<file path="src/rtl/proc_debug_pkg.sv">
// Shared types and constants for the processor run-control / display front end.
// Holds the run-control state encoding, the hex glyph table and counter width helpers.
package proc_debug_pkg;

  typedef enum logic [1:0] {
    INSPECT = 2'd0,
    RUN     = 2'd1,
    HALT    = 2'd2,
    STEP    = 2'd3
  } dbg_state_t;

  // Active-low segments ordered {g,f,e,d,c,b,a}, indexed by nibble value.
  localparam logic [6:0] SEG_TABLE [16] = '{
    7'h40, 7'h79, 7'h24, 7'h30,
    7'h19, 7'h12, 7'h02, 7'h78,
    7'h00, 7'h10, 7'h08, 7'h03,
    7'h46, 7'h21, 7'h06, 7'h0E
  };

  // Width of a counter that holds 0..n-1, never narrower than one bit.
  function automatic int cnt_w(input int n);
    return (n <= 2) ? 1 : $clog2(n);
  endfunction

endpackage

</file>
<file path="src/rtl/ssd_hex_decoder.sv">
// Combinational hex nibble to active-low seven-segment glyph.
module ssd_hex_decoder
  import proc_debug_pkg::*;
(
  input  logic [3:0] nibble,
  output logic [6:0] segments
);

  assign segments = SEG_TABLE[nibble];

endmodule

</file>
<file path="src/rtl/proc_debug_controller.sv">
// Run-control state machine (inspect / run / breakpoint halt / single step), step-button
// debounce, register-file port-1 steering and multiplexed hex display on a single clock.
module proc_debug_controller
  import proc_debug_pkg::*;
#(
  parameter int DIV_RUN  = 5_000_000,
  parameter int SCAN_DIV = 10_000,
  parameter int DEBOUNCE = 50_000,
  parameter int DIGITS   = 4,
  parameter int PC_W     = 8,
  parameter int DATA_W   = 32
) (
  input  logic              clkFast,
  input  logic              reset,
  input  logic              switchRun,
  input  logic              btnStep,
  input  logic [4:0]        SwitchSelector,
  input  logic              bpEnable,
  input  logic [PC_W-1:0]   bpAddr,
  input  logic [PC_W-1:0]   PC_out,
  input  logic [4:0]        instr_rs,
  input  logic [DATA_W-1:0] reg_read_data_1,
  output logic              cpu_en,
  output logic [4:0]        rf_read_addr,
  output logic              rf_we_allow,
  output logic              halted,
  output logic              LEDIndicator,
  output logic [DIGITS-1:0] AN,
  output logic [6:0]        Cathode
);

  localparam int DIV_W  = cnt_w(DIV_RUN);
  localparam int SCAN_W = cnt_w(SCAN_DIV);
  localparam int DB_W   = cnt_w(DEBOUNCE);
  localparam int DIG_W  = cnt_w(DIGITS);
  localparam int VAL_W  = 4 * DIGITS;

  localparam logic [DIV_W-1:0]  DIV_LAST  = DIV_W'(DIV_RUN - 1);
  localparam logic [SCAN_W-1:0] SCAN_LAST = SCAN_W'(SCAN_DIV - 1);
  localparam logic [DB_W-1:0]   DB_LAST   = DB_W'(DEBOUNCE - 1);
  localparam logic [DIG_W-1:0]  DIG_LAST  = DIG_W'(DIGITS - 1);

  dbg_state_t state, state_next;

  logic              sync_q1, sync_q2;
  logic              db_level;
  logic [DB_W-1:0]   db_cnt;
  logic              step_evt;
  logic              step_from_halt;
  logic [DIV_W-1:0]  div_cnt;
  logic              bp_armed;
  logic              run_due;
  logic              run_pulse;
  logic              en_next;
  logic [SCAN_W-1:0] scan_cnt;
  logic [DIG_W-1:0]  digit, digit_next;
  logic [VAL_W-1:0]  disp_val;
  logic [PC_W+VAL_W-1:0] pc_ext;
  logic [3:0]        nibble;
  logic              unused_bits;

  // Step button: two-flop synchroniser, then a level that only flips after DEBOUNCE
  // stable cycles. step_evt fires once on the accepted low-to-high flip.
  always_ff @(posedge clkFast) begin
    if (reset) begin
      sync_q1  <= 1'b0;
      sync_q2  <= 1'b0;
      db_level <= 1'b0;
      db_cnt   <= '0;
      step_evt <= 1'b0;
    end else begin
      sync_q1  <= btnStep;
      sync_q2  <= sync_q1;
      step_evt <= 1'b0;
      if (sync_q2 != db_level) begin
        if (db_cnt == DB_LAST) begin
          db_level <= sync_q2;
          db_cnt   <= '0;
          step_evt <= sync_q2;
        end else begin
          db_cnt <= db_cnt + 1'b1;
        end
      end else begin
        db_cnt <= '0;
      end
    end
  end

  // Next-state logic. A due pulse that lands on an armed breakpoint is swallowed.
  always_comb begin
    state_next = state;
    run_pulse  = 1'b0;
    run_due    = (state == RUN) && (div_cnt == DIV_LAST);
    case (state)
      INSPECT: begin
        if (switchRun)     state_next = RUN;
        else if (step_evt) state_next = STEP;
      end
      RUN: begin
        if (!switchRun) begin
          state_next = INSPECT;
        end else if (run_due) begin
          if (bpEnable && bp_armed && (PC_out == bpAddr)) state_next = HALT;
          else                                            run_pulse  = 1'b1;
        end
      end
      HALT: begin
        if (!switchRun)    state_next = INSPECT;
        else if (step_evt) state_next = STEP;
      end
      STEP: begin
        state_next = step_from_halt ? HALT : INSPECT;
      end
      default: state_next = INSPECT;
    endcase
    en_next = run_pulse || (state_next == STEP);
  end

  always_ff @(posedge clkFast) begin
    if (reset) begin
      state          <= INSPECT;
      cpu_en         <= 1'b0;
      halted         <= 1'b0;
      LEDIndicator   <= 1'b0;
      step_from_halt <= 1'b0;
      div_cnt        <= '0;
      bp_armed       <= 1'b0;
    end else begin
      state        <= state_next;
      cpu_en       <= en_next;
      halted       <= (state_next == HALT);
      LEDIndicator <= LEDIndicator ^ en_next;
      if (state_next == STEP) step_from_halt <= (state == HALT);
      // Divider only runs while staying in RUN, so every entry restarts from zero.
      if ((state == RUN) && (state_next == RUN))
        div_cnt <= (div_cnt == DIV_LAST) ? '0 : div_cnt + 1'b1;
      else
        div_cnt <= '0;
      if (state != RUN)   bp_armed <= 1'b0;
      else if (run_pulse) bp_armed <= 1'b1;
    end
  end

  assign rf_read_addr = (state == INSPECT) ? SwitchSelector : instr_rs;
  assign rf_we_allow  = (state != INSPECT);

  // Display scan: digit index and anodes advance together so the glyph mux never lags.
  always_comb begin
    digit_next = (digit == DIG_LAST) ? '0 : digit + 1'b1;
  end

  always_ff @(posedge clkFast) begin
    if (reset) begin
      scan_cnt <= '0;
      digit    <= '0;
      AN       <= ~DIGITS'(1);
    end else if (scan_cnt == SCAN_LAST) begin
      scan_cnt <= '0;
      digit    <= digit_next;
      AN       <= ~(DIGITS'(1) << digit_next);
    end else begin
      scan_cnt <= scan_cnt + 1'b1;
    end
  end

  assign pc_ext   = {{VAL_W{1'b0}}, PC_out};
  assign disp_val = switchRun ? pc_ext[VAL_W-1:0] : reg_read_data_1[VAL_W-1:0];

  always_comb begin
    nibble = '0;
    for (int k = 0; k < DIGITS; k++) begin
      if (digit == DIG_W'(k)) nibble = disp_val[4*k +: 4];
    end
  end

  ssd_hex_decoder u_hex (
    .nibble   (nibble),
    .segments (Cathode)
  );

  assign unused_bits = ^{reg_read_data_1, pc_ext};

endmodule

</file>
<file path="config.mk">
export PLATFORM = sky130hd
export DESIGN_NAME = proc_debug_controller
export DESIGN_NICKNAME = d
export VERILOG_FILES = /design/src/rtl/proc_debug_pkg.sv /design/src/rtl/ssd_hex_decoder.sv /design/src/rtl/proc_debug_controller.sv
export SDC_FILE = /design/constraint.sdc
export NUM_CORES = 1
export LEC_CHECK = 0
export ABC_CLOCK_PERIOD_IN_PS = 6100
export CORE_MARGIN = 5
export CORE_UTILIZATION = 53
export DETAILED_ROUTE_END_ITERATION = 8
export GPL_ROUTABILITY_DRIVEN = 0
export PLACE_DENSITY = 0.83
export SYNTH_ARGS = -nofsm -noshare
export SYNTH_HDL_FRONTEND = slang
export SYNTH_HIERARCHICAL = 1
export SYNTH_SLANG_ARGS = --single-unit
export TNS_END_PERCENT = 50
</file>
<file path="constraint.sdc">
create_clock -name clkFast -period 6.1 [get_ports clkFast]
set_input_delay 1.22 -clock clkFast [delete_from_list [all_inputs] [get_ports clkFast]]
set_output_delay 1.22 -clock clkFast [all_outputs]
set_load 0.02 [all_outputs]
</file>
==> insert_results.sql, run 1 <==
INSERT INTO impl_metrics (metric_group, metric, value, unit) VALUES
('cells_and_area', 'area_of_the_multi_input_gates', '0.002182', 'mm^2'),
('timing', 'report.final.setup_viol', '0', ''),
('grt', 'globalRouteTotalUtil', '0.1828', ''),
('clock_tree', 'cts_setup_buffers', '0', ''),
('floorplan', 'dieArea', '0.008754', 'mm^2'),
('floorplan', 'die_h', '93.57', 'um'),
('detailed_routing', 'initialDrtViolationCount', '109', ''),
('logic_synthesis', 'mappedNetlistNets', '509', ''),
('floorplan', 'start_util', '0.5448', ''),
('logic_synthesis', 'edff_count_synth', '0', ''),
('power', 'power.leakage', '1.684', 'nW'),
('logic_synthesis', 'synthTopCellsByCount', 'nor2_1 (83), dfxtp_1 (70), xnor2_1 (29)', ''),
('timing', 'max_freq', '178.0', 'MHz'),
('clock_tree', 'worst_skew_pair.late_latency', '0.34', 'ns'),
('clock_tree', 'tritoncts_clock_tree', 'built', ''),
('clock_tree', 'cts_repair_resize_count', '0', ''),
('cells_and_area', 'fillerInstances', '528', ''),
('grt', 'grt_remaining_overflow', '0', ''),
('grt', 'grt_pass1_vias', '3018', ''),
('clock_tree', 'cts_sinks', '70', ''),
('logic_synthesis', 'netlist_instances', '429', ''),
('placed_design', 'port_buffers', '66', ''),
('cells_and_area', 'antenna_cells_inserted', '0', ''),
('detailed_routing', 'drc', '0', ''),
('timing', 'worst-slew-pin-transition', '1.175', 'ns'),
('outcome', 'outcome', 'complete, no violations', ''),
('min_path', 'min_path_cells', '1', ''),
('power', 'total_power', '0.0009510', 'W'),
('clock_tree', 'cts_max_path_buffers', '2', ''),
('logic_synthesis', 'ys_seq_area_frac', '0.3786', ''),
('cells_and_area', 'syn2layout_area_growth', '25.02', '%'),
('worst_setup_path', 'worst_setup_path_start_kind', 'primary input', ''),
('logic_synthesis', 'synth.cell_area', '0.003701', 'mm^2'),
('worst_setup_path', 'reg2reg_depth', '6', ''),
('min_path', 'worst_hold_path.endpoint', 'sync_q2', ''),
('floorplan', 'design.core.area', '0.006794', 'mm^2'),
('grt', 'grt_first_pass_wirelength', '13190', 'um'),
('detailed_routing', 'drtAntennaViolNets', '0', ''),
('timing', 'finClkSkew', '0.009148', 'ns'),
('min_path', 'holdCritPathClass', 'flip-flop to flip-flop', ''),
('worst_setup_path', 'critical_path.reg2reg.startpoint', 'div_cnt[0]', ''),
('detailed_routing', 'drtPass1Iterations', '4', ''),
('cells_and_area', 'num-nets-final', '574', ''),
('logic_synthesis', 'post_synth_main_area_contributors', 'dfxtp_1 (38%), nor2_1 (8.4%), xnor2_1 (6.9%)', ''),
('grt', 'groute.layer.met3.usage', '0.05229', ''),
('cells_and_area', 'post_route_cells_drive_above_1_share', '0.07816', ''),
('power', 'p_per_area', '205.5', 'mW/mm^2'),
('grt', 'grt-busiest-layer', 'met2', ''),
('detailed_routing', 'routed_wl', '7497', 'um'),
('worst_setup_path', 'crit_required', '4.88', 'ns'),
('worst_setup_path', 'rrSetupSlack', '3.90', 'ns'),
('logic_synthesis', 'synth_most_common_cell', 'nor2_1', ''),
('clock_tree', 'cts_hold_buffers', '0', ''),
('min_path', 'min-delay-start', 'sync_q1', ''),
('floorplan', 'floorplan.io_pins', '83', ''),
('detailed_routing', 'route.vias.total', '3108', ''),
('logic_synthesis', 'yosys.area.top_type_share', '0.3786', ''),
('clock_tree', 'cts_made_buffers', '9', ''),
('clock_tree', 'count_of_h_tree_levels_built_during_cts', '3', ''),
('placed_design', 'hpwl', '5706', 'um'),
('logic_synthesis', 'mapped_avg_cell_area', '8.627', 'um^2'),
('logic_synthesis', 'ys_ff_latch', '70', ''),
('grt', 'routing_usage_on_met2', '0.3121', ''),
('detailed_routing', 'routed_via_density', '5.224', ''),
('cells_and_area', 'layout.core_utilization', '0.6810', ''),
('timing', 'layout_worst_path_cycle_share', '0.9212', ''),
('logic_synthesis', 'synthDominantAreaCellType', 'dfxtp_1', ''),
('worst_setup_path', 'arrival', '4.40', 'ns'),
('logic_synthesis', 'dominantRegCellSynth', 'dfxtp_1', ''),
('timing', 'hold_violations', '0', ''),
('floorplan', 'row_count', '30', '');
## metrics by stage
step                hold slack (ns)  instances  setup slack, ns  instance area (um^2)
global route                 0.4682        595           0.2674                  4627
floorplan                    0.4138        429            1.493                  3701
global placement             0.4240        579           0.5119                  4428
finish                       0.4456        595           0.4809                  4627
detailed placement           0.4276        579           0.5174                  4428
CTS                          0.4504        595           0.4778                  4627
## metal layers
metal / share of wire / vias to the layer above
li1: - / 1601
met1: 0.45 / 1442
met2: 0.49 / 59
met3: 0.044 / 6
met4: 0.010 / 0
met5: 0 / -
## state kept, by name, indices dropped and copies added (netlist names), 2 cells and up
name      flops
div_cnt      23
db_cnt       16
scan_cnt     14
AN            4
digit         2
state         2
## power breakdown
part / switching, W / leakage (nW) / internal, W
combinational: 0.0000537 / 1.02 / 0.0000685
sequential: 0.00000269 / 0.565 / 0.000460
clock: 0.000168 / 0.102 / 0.000198
total: 0.000224 / 1.68 / 0.000727
## worst max-delay path, cell delays in order
cell             delay [ns]
clkdlybuf4s50_1        0.79
mux2_2                 0.25
a22oi_1                0.07
o22ai_1                0.89
mux4_2                 0.62
clkdlybuf4s50_1        0.55
## layout by cell type, fill, tap and decap left out, drive strengths merged, types with 2 or more instances in the layout
master,n
o22ai,4
nor4,5
ha,17
or3,2
o21a,2
clkdlybuf4s50,66
a22oi,6
dfxtp,70
and3,10
nor2b,6
and2,2
clkinv,4
nor3b,3
nand2,23
inv,15
nor3,8
clkbuf,10
mux2i,8
o21ai,5
a211o,4
nand2b,5
a21oi,12
nor4b,2
xnor2,29
and4,4
or2,3
xor2,26
nand3,24
nand4,13
mux2,12
nor2,83
## worst max-delay path by stage
stage          startpoint          to  cells past startpoint
3_5_place_dp    switchRun  Cathode[3]                      9
3_3_place_gp    switchRun  Cathode[3]                      6
4_1_cts         switchRun  Cathode[3]                      9
6_report        switchRun  Cathode[3]                      6
5_1_grt         switchRun  Cathode[3]                      9
2_1_floorplan   switchRun  Cathode[3]                      9
## cell families after synthesis
| kind of cell | synth area share |
|---|---|
| simple gates | 0.2681 |
| flops | 0.3786 |
| xor+xnor | 0.1302 |
| compound gates | 0.06964 |
| buf+inv | 0.03178 |
| mux | 0.06423 |
| fa+ha+maj | 0.05747 |
## layout make-up
class	instances	area share
clock buffer	10	0.02975
clock inverter	6	0.01325
inverter	15	0.01217
multi-input combinational	331	0.4716
sequential	70	0.3029
tap	96	0.02596
timing repair buffer	67	0.1444
Power figures use the tool's default switching activity.
==> run 2, diff against run 1 <==
--- a/config.mk
+++ b/config.mk
@@ -6,7 +6,6 @@
 export NUM_CORES = 1
 export LEC_CHECK = 0
 export ABC_CLOCK_PERIOD_IN_PS = 6100
-export CORE_MARGIN = 5
 export CORE_UTILIZATION = 53
 export DETAILED_ROUTE_END_ITERATION = 8
 export GPL_ROUTABILITY_DRIVEN = 0
==> run 2 against run 1 <==
Against the previous run:
- wire length is 1.7% higher
- worst setup slack worse by 0.16 ns
- sequential share of layout area is 0.30 points higher
- fmax is 2.8% lower
- core utilization is 0.29 points lower
- die area is 16% lower
- sequential power hardly changed
- combinational power hardly changed
==> insert_results.sql, run 2 (synthesis results as in run 1) <==
INSERT INTO impl_metrics (metric_group, metric, value, unit) VALUES
('timing', 'max_freq', '173.0', 'MHz'),
('clock_tree', 'cts_root_buf', 'clkbuf_8', ''),
('cells_and_area', 'syn2layout_area_growth', '23.80', '%'),
('floorplan', 'die_h', '85.57', 'um'),
('worst_setup_path', 'critPathMaxFanout', '17', ''),
('power', 'p_per_area', '202.6', 'mW/mm^2'),
('clock_tree', 'cts_sinks', '70', ''),
('clock_tree', 'cts.clk_slew.worst_paths', '0.09', 'ns'),
('placed_design', 'placed_cells', '562', ''),
('floorplan', 'design.core.area', '0.006756', 'mm^2'),
('grt', 'grt-busiest-layer', 'met2', ''),
('power', 'combinationalPowerShare', '0.131', ''),
('timing', 'max_slew_headroom', '0.2076', ''),
('timing', 'layout_min_cycle_time', '5.782', 'ns'),
('floorplan', 'floorplan.io_pins', '83', ''),
('grt', 'routing_usage_on_met2', '0.3767', ''),
('outcome', 'outcome', 'complete, no violations', ''),
('cells_and_area', 'layout.cells.most_common', 'nor2_1', ''),
('placed_design', 'place_worst_setup_slack', '0.3682', 'ns'),
('detailed_routing', 'routed_via_density', '5.413', ''),
('clock_tree', 'count_of_h_tree_levels_built_during_cts', '3', ''),
('timing', 'finClkSkew', '0.008571', 'ns'),
('timing', 'final-max-slew-violation-count', '0', ''),
('timing', 'setup_repair_after_global_routing_missed_its_margin', 'no', ''),
('floorplan', 'start_util', '0.5478', ''),
('min_path', 'holdCritPathClass', 'flip-flop to flip-flop', ''),
('grt', 'grt_antenna_before_repair', '0', ''),
('grt', 'grt_remaining_overflow', '0', ''),
('grt', 'grt_use_met1', '0.2647', ''),
('timing', 'finalSetupTns', '0', 'ns'),
('worst_setup_path', 'critPathKind', 'primary input to output port', ''),
('cells_and_area', 'mostFrequentLayoutCells', 'nor2_1 (83), dfxtp_1 (70), clkdlybuf4s50_1 (66)', ''),
('timing', 'fin_ws', '0.3184', 'ns'),
('detailed_routing', 'drtPass1Iterations', '4', ''),
('clock_tree', 'cts_max_path_buffers', '2', ''),
('detailed_routing', 'average_wire_length_per_cell_after_detail_routing', '13.19', 'um'),
('grt', 'grt_max_degree', '20', ''),
('worst_setup_path', 'arrival', '4.56', 'ns'),
('detailed_routing', 'route.vias.total', '3129', ''),
('grt', 'groute.layer.met3.usage', '0.07122', ''),
('timing', 'layout_worst_path_cycle_share', '0.9478', ''),
('min_path', 'min_path_cells', '1', ''),
('placed_design', 'hpwl', '5667', 'um'),
('power', 'seqPwrFrac', '0.498', ''),
('clock_tree', 'tritoncts_clock_tree', 'built', ''),
('cells_and_area', 'antenna_cells_inserted', '0', ''),
('cells_and_area', 'area_of_the_multi_input_gates', '0.002182', 'mm^2'),
('detailed_routing', 'drtAntennaViolNets', '0', ''),
('timing', 'worst-slew-pin-transition', '1.189', 'ns'),
('power', 'switchingPower', '0.0002478', 'W'),
('timing', 'whs', '0.4562', 'ns'),
('clock_tree', 'cts_hold_buffers', '0', ''),
('cells_and_area', 'top_regs', 'div_cnt: 23 flops, db_cnt: 16 flops, scan_cnt: 14 flops', ''),
('timing', 'report.final.setup_viol', '0', ''),
('worst_setup_path', 'reg2reg_depth', '6', ''),
('floorplan', 'dieArea', '0.007321', 'mm^2'),
('clock_tree', 'worst_skew_pair.late_latency', '0.35', 'ns'),
('detailed_routing', 'routed_wl', '7625', 'um'),
('cells_and_area', 'num-nets-final', '573', ''),
('worst_setup_path', 'worst_setup_path_end_kind', 'output port', ''),
('detailed_routing', 'initialDrtViolationCount', '108', ''),
('floorplan', 'die_w', '85.57', 'um'),
('power', 'cellInternalPower', '0.0006806', 'W'),
('grt', 'globalRouteTotalUtil', '0.2221', ''),
('flow_run', 'max_cap_viol_count', '0', ''),
('cells_and_area', 'layout.area.seq', '0.001401', 'mm^2'),
('detailed_routing', 'drc', '0', ''),
('cells_and_area', 'layout.core_utilization', '0.6781', ''),
('power', 'vdd_ir_drop_max', '0.0001570', 'V'),
('worst_setup_path', 'worst_setup_path_start_kind', 'primary input', ''),
('cells_and_area', 'largest_reg_flops', '23', ''),
('clock_tree', 'cts_made_buffers', '9', ''),
('cells_and_area', 'max_flop_register', 'div_cnt', ''),
('power', 'power.leakage', '1.665', 'nW'),
('cells_and_area', 'final-instance-count-excl-fill', '578', ''),
('floorplan', 'row_count', '30', ''),
('placed_design', 'port_buffers', '66', ''),
('clock_tree', 'cts_setup_buffers', '0', ''),
('cells_and_area', 'post_route_cells_drive_above_1_share', '0.07631', ''),
('worst_setup_path', 'crit_required', '4.88', 'ns'),
('cells_and_area', 'fillerInstances', '544', ''),
('grt', 'grt_first_pass_wirelength', '12910', 'um'),
('power', 'pwr-share-clk', '0.371', ''),
('grt', 'grt_pass1_vias', '3034', ''),
('power', 'sw_frac_of_total', '0.2669', ''),
('timing', 'hold_violations', '0', ''),
('clock_tree', 'cts_repair_resize_count', '0', '');
run 2: worst max-delay path, stage by stage:
cell	delay [ns]
clkdlybuf4s50_1	0.90
mux2_2	0.28
a22oi_1	0.08
o22ai_1	0.49
inv_1	0.21
ha_1	0.32
inv_1	0.05
mux4_2	0.46
clkdlybuf4s50_1	0.55
run 2: through the flow:
stage | instance area, um^2 | power [W]
floorplan | 3701 | 0.0005369
global route | 4582 | 0.0009691
detailed placement | 4400 | 0.0005943
finish | 4582 | 0.0009284
CTS | 4582 | 0.0009360
global placement | 4400 | 0.0005921
run 2: final timing paths:
| check | start | to | slack (ns) |
|---|---|---|---|
| setup / recovery | switchRun | Cathode[3] | 0.32 |
| hold / removal | scan_cnt[0] | scan_cnt[0] | 0.46 |
| setup reg to reg | div_cnt[0] | div_cnt[13] | 3.88 |
| hold reg to reg | scan_cnt[0] | scan_cnt[0] | 0.46 |
run 2: final cells by class:
cell class	instances	area share
multi-input cells	331	0.4762
inverters	15	0.01229
well taps	80	0.02185
clock buffers	9	0.02703
flip-flops and latches	70	0.3058
clock inverters	7	0.01256
repair buffers	66	0.1442
run 2: power groups by stage:
| stage | sequential [W] | combinational, W | clock (W) |
|---|---|---|---|
| after floorplan | 0.000473 | 0.0000643 | 0 |
| after global placement | 0.000473 | 0.000119 | 0 |
| after detailed placement | 0.000473 | 0.000121 | 0 |
| after CTS | 0.000462 | 0.000122 | 0.000352 |
| after global routing | 0.000463 | 0.000130 | 0.000376 |
| final | 0.000462 | 0.000122 | 0.000344 |
run 2: layer usage:
layer	share of wire	vias up
met5	0	-
met4	0.014	0
met3	0.044	9
met2	0.48	69
met1	0.46	1454
li1	-	1597
==> run 3, diff against run 2 <==
--- a/config.mk
+++ b/config.mk
@@ -7,6 +7,7 @@
 export LEC_CHECK = 0
 export ABC_CLOCK_PERIOD_IN_PS = 6100
 export CORE_UTILIZATION = 53
+export CTS_CLUSTER_DIAMETER = 150
 export DETAILED_ROUTE_END_ITERATION = 8
 export GPL_ROUTABILITY_DRIVEN = 0
 export PLACE_DENSITY = 0.83
==> results of run 3 <==
No change in the layout: final DEF, timing and power equal those of run 2.
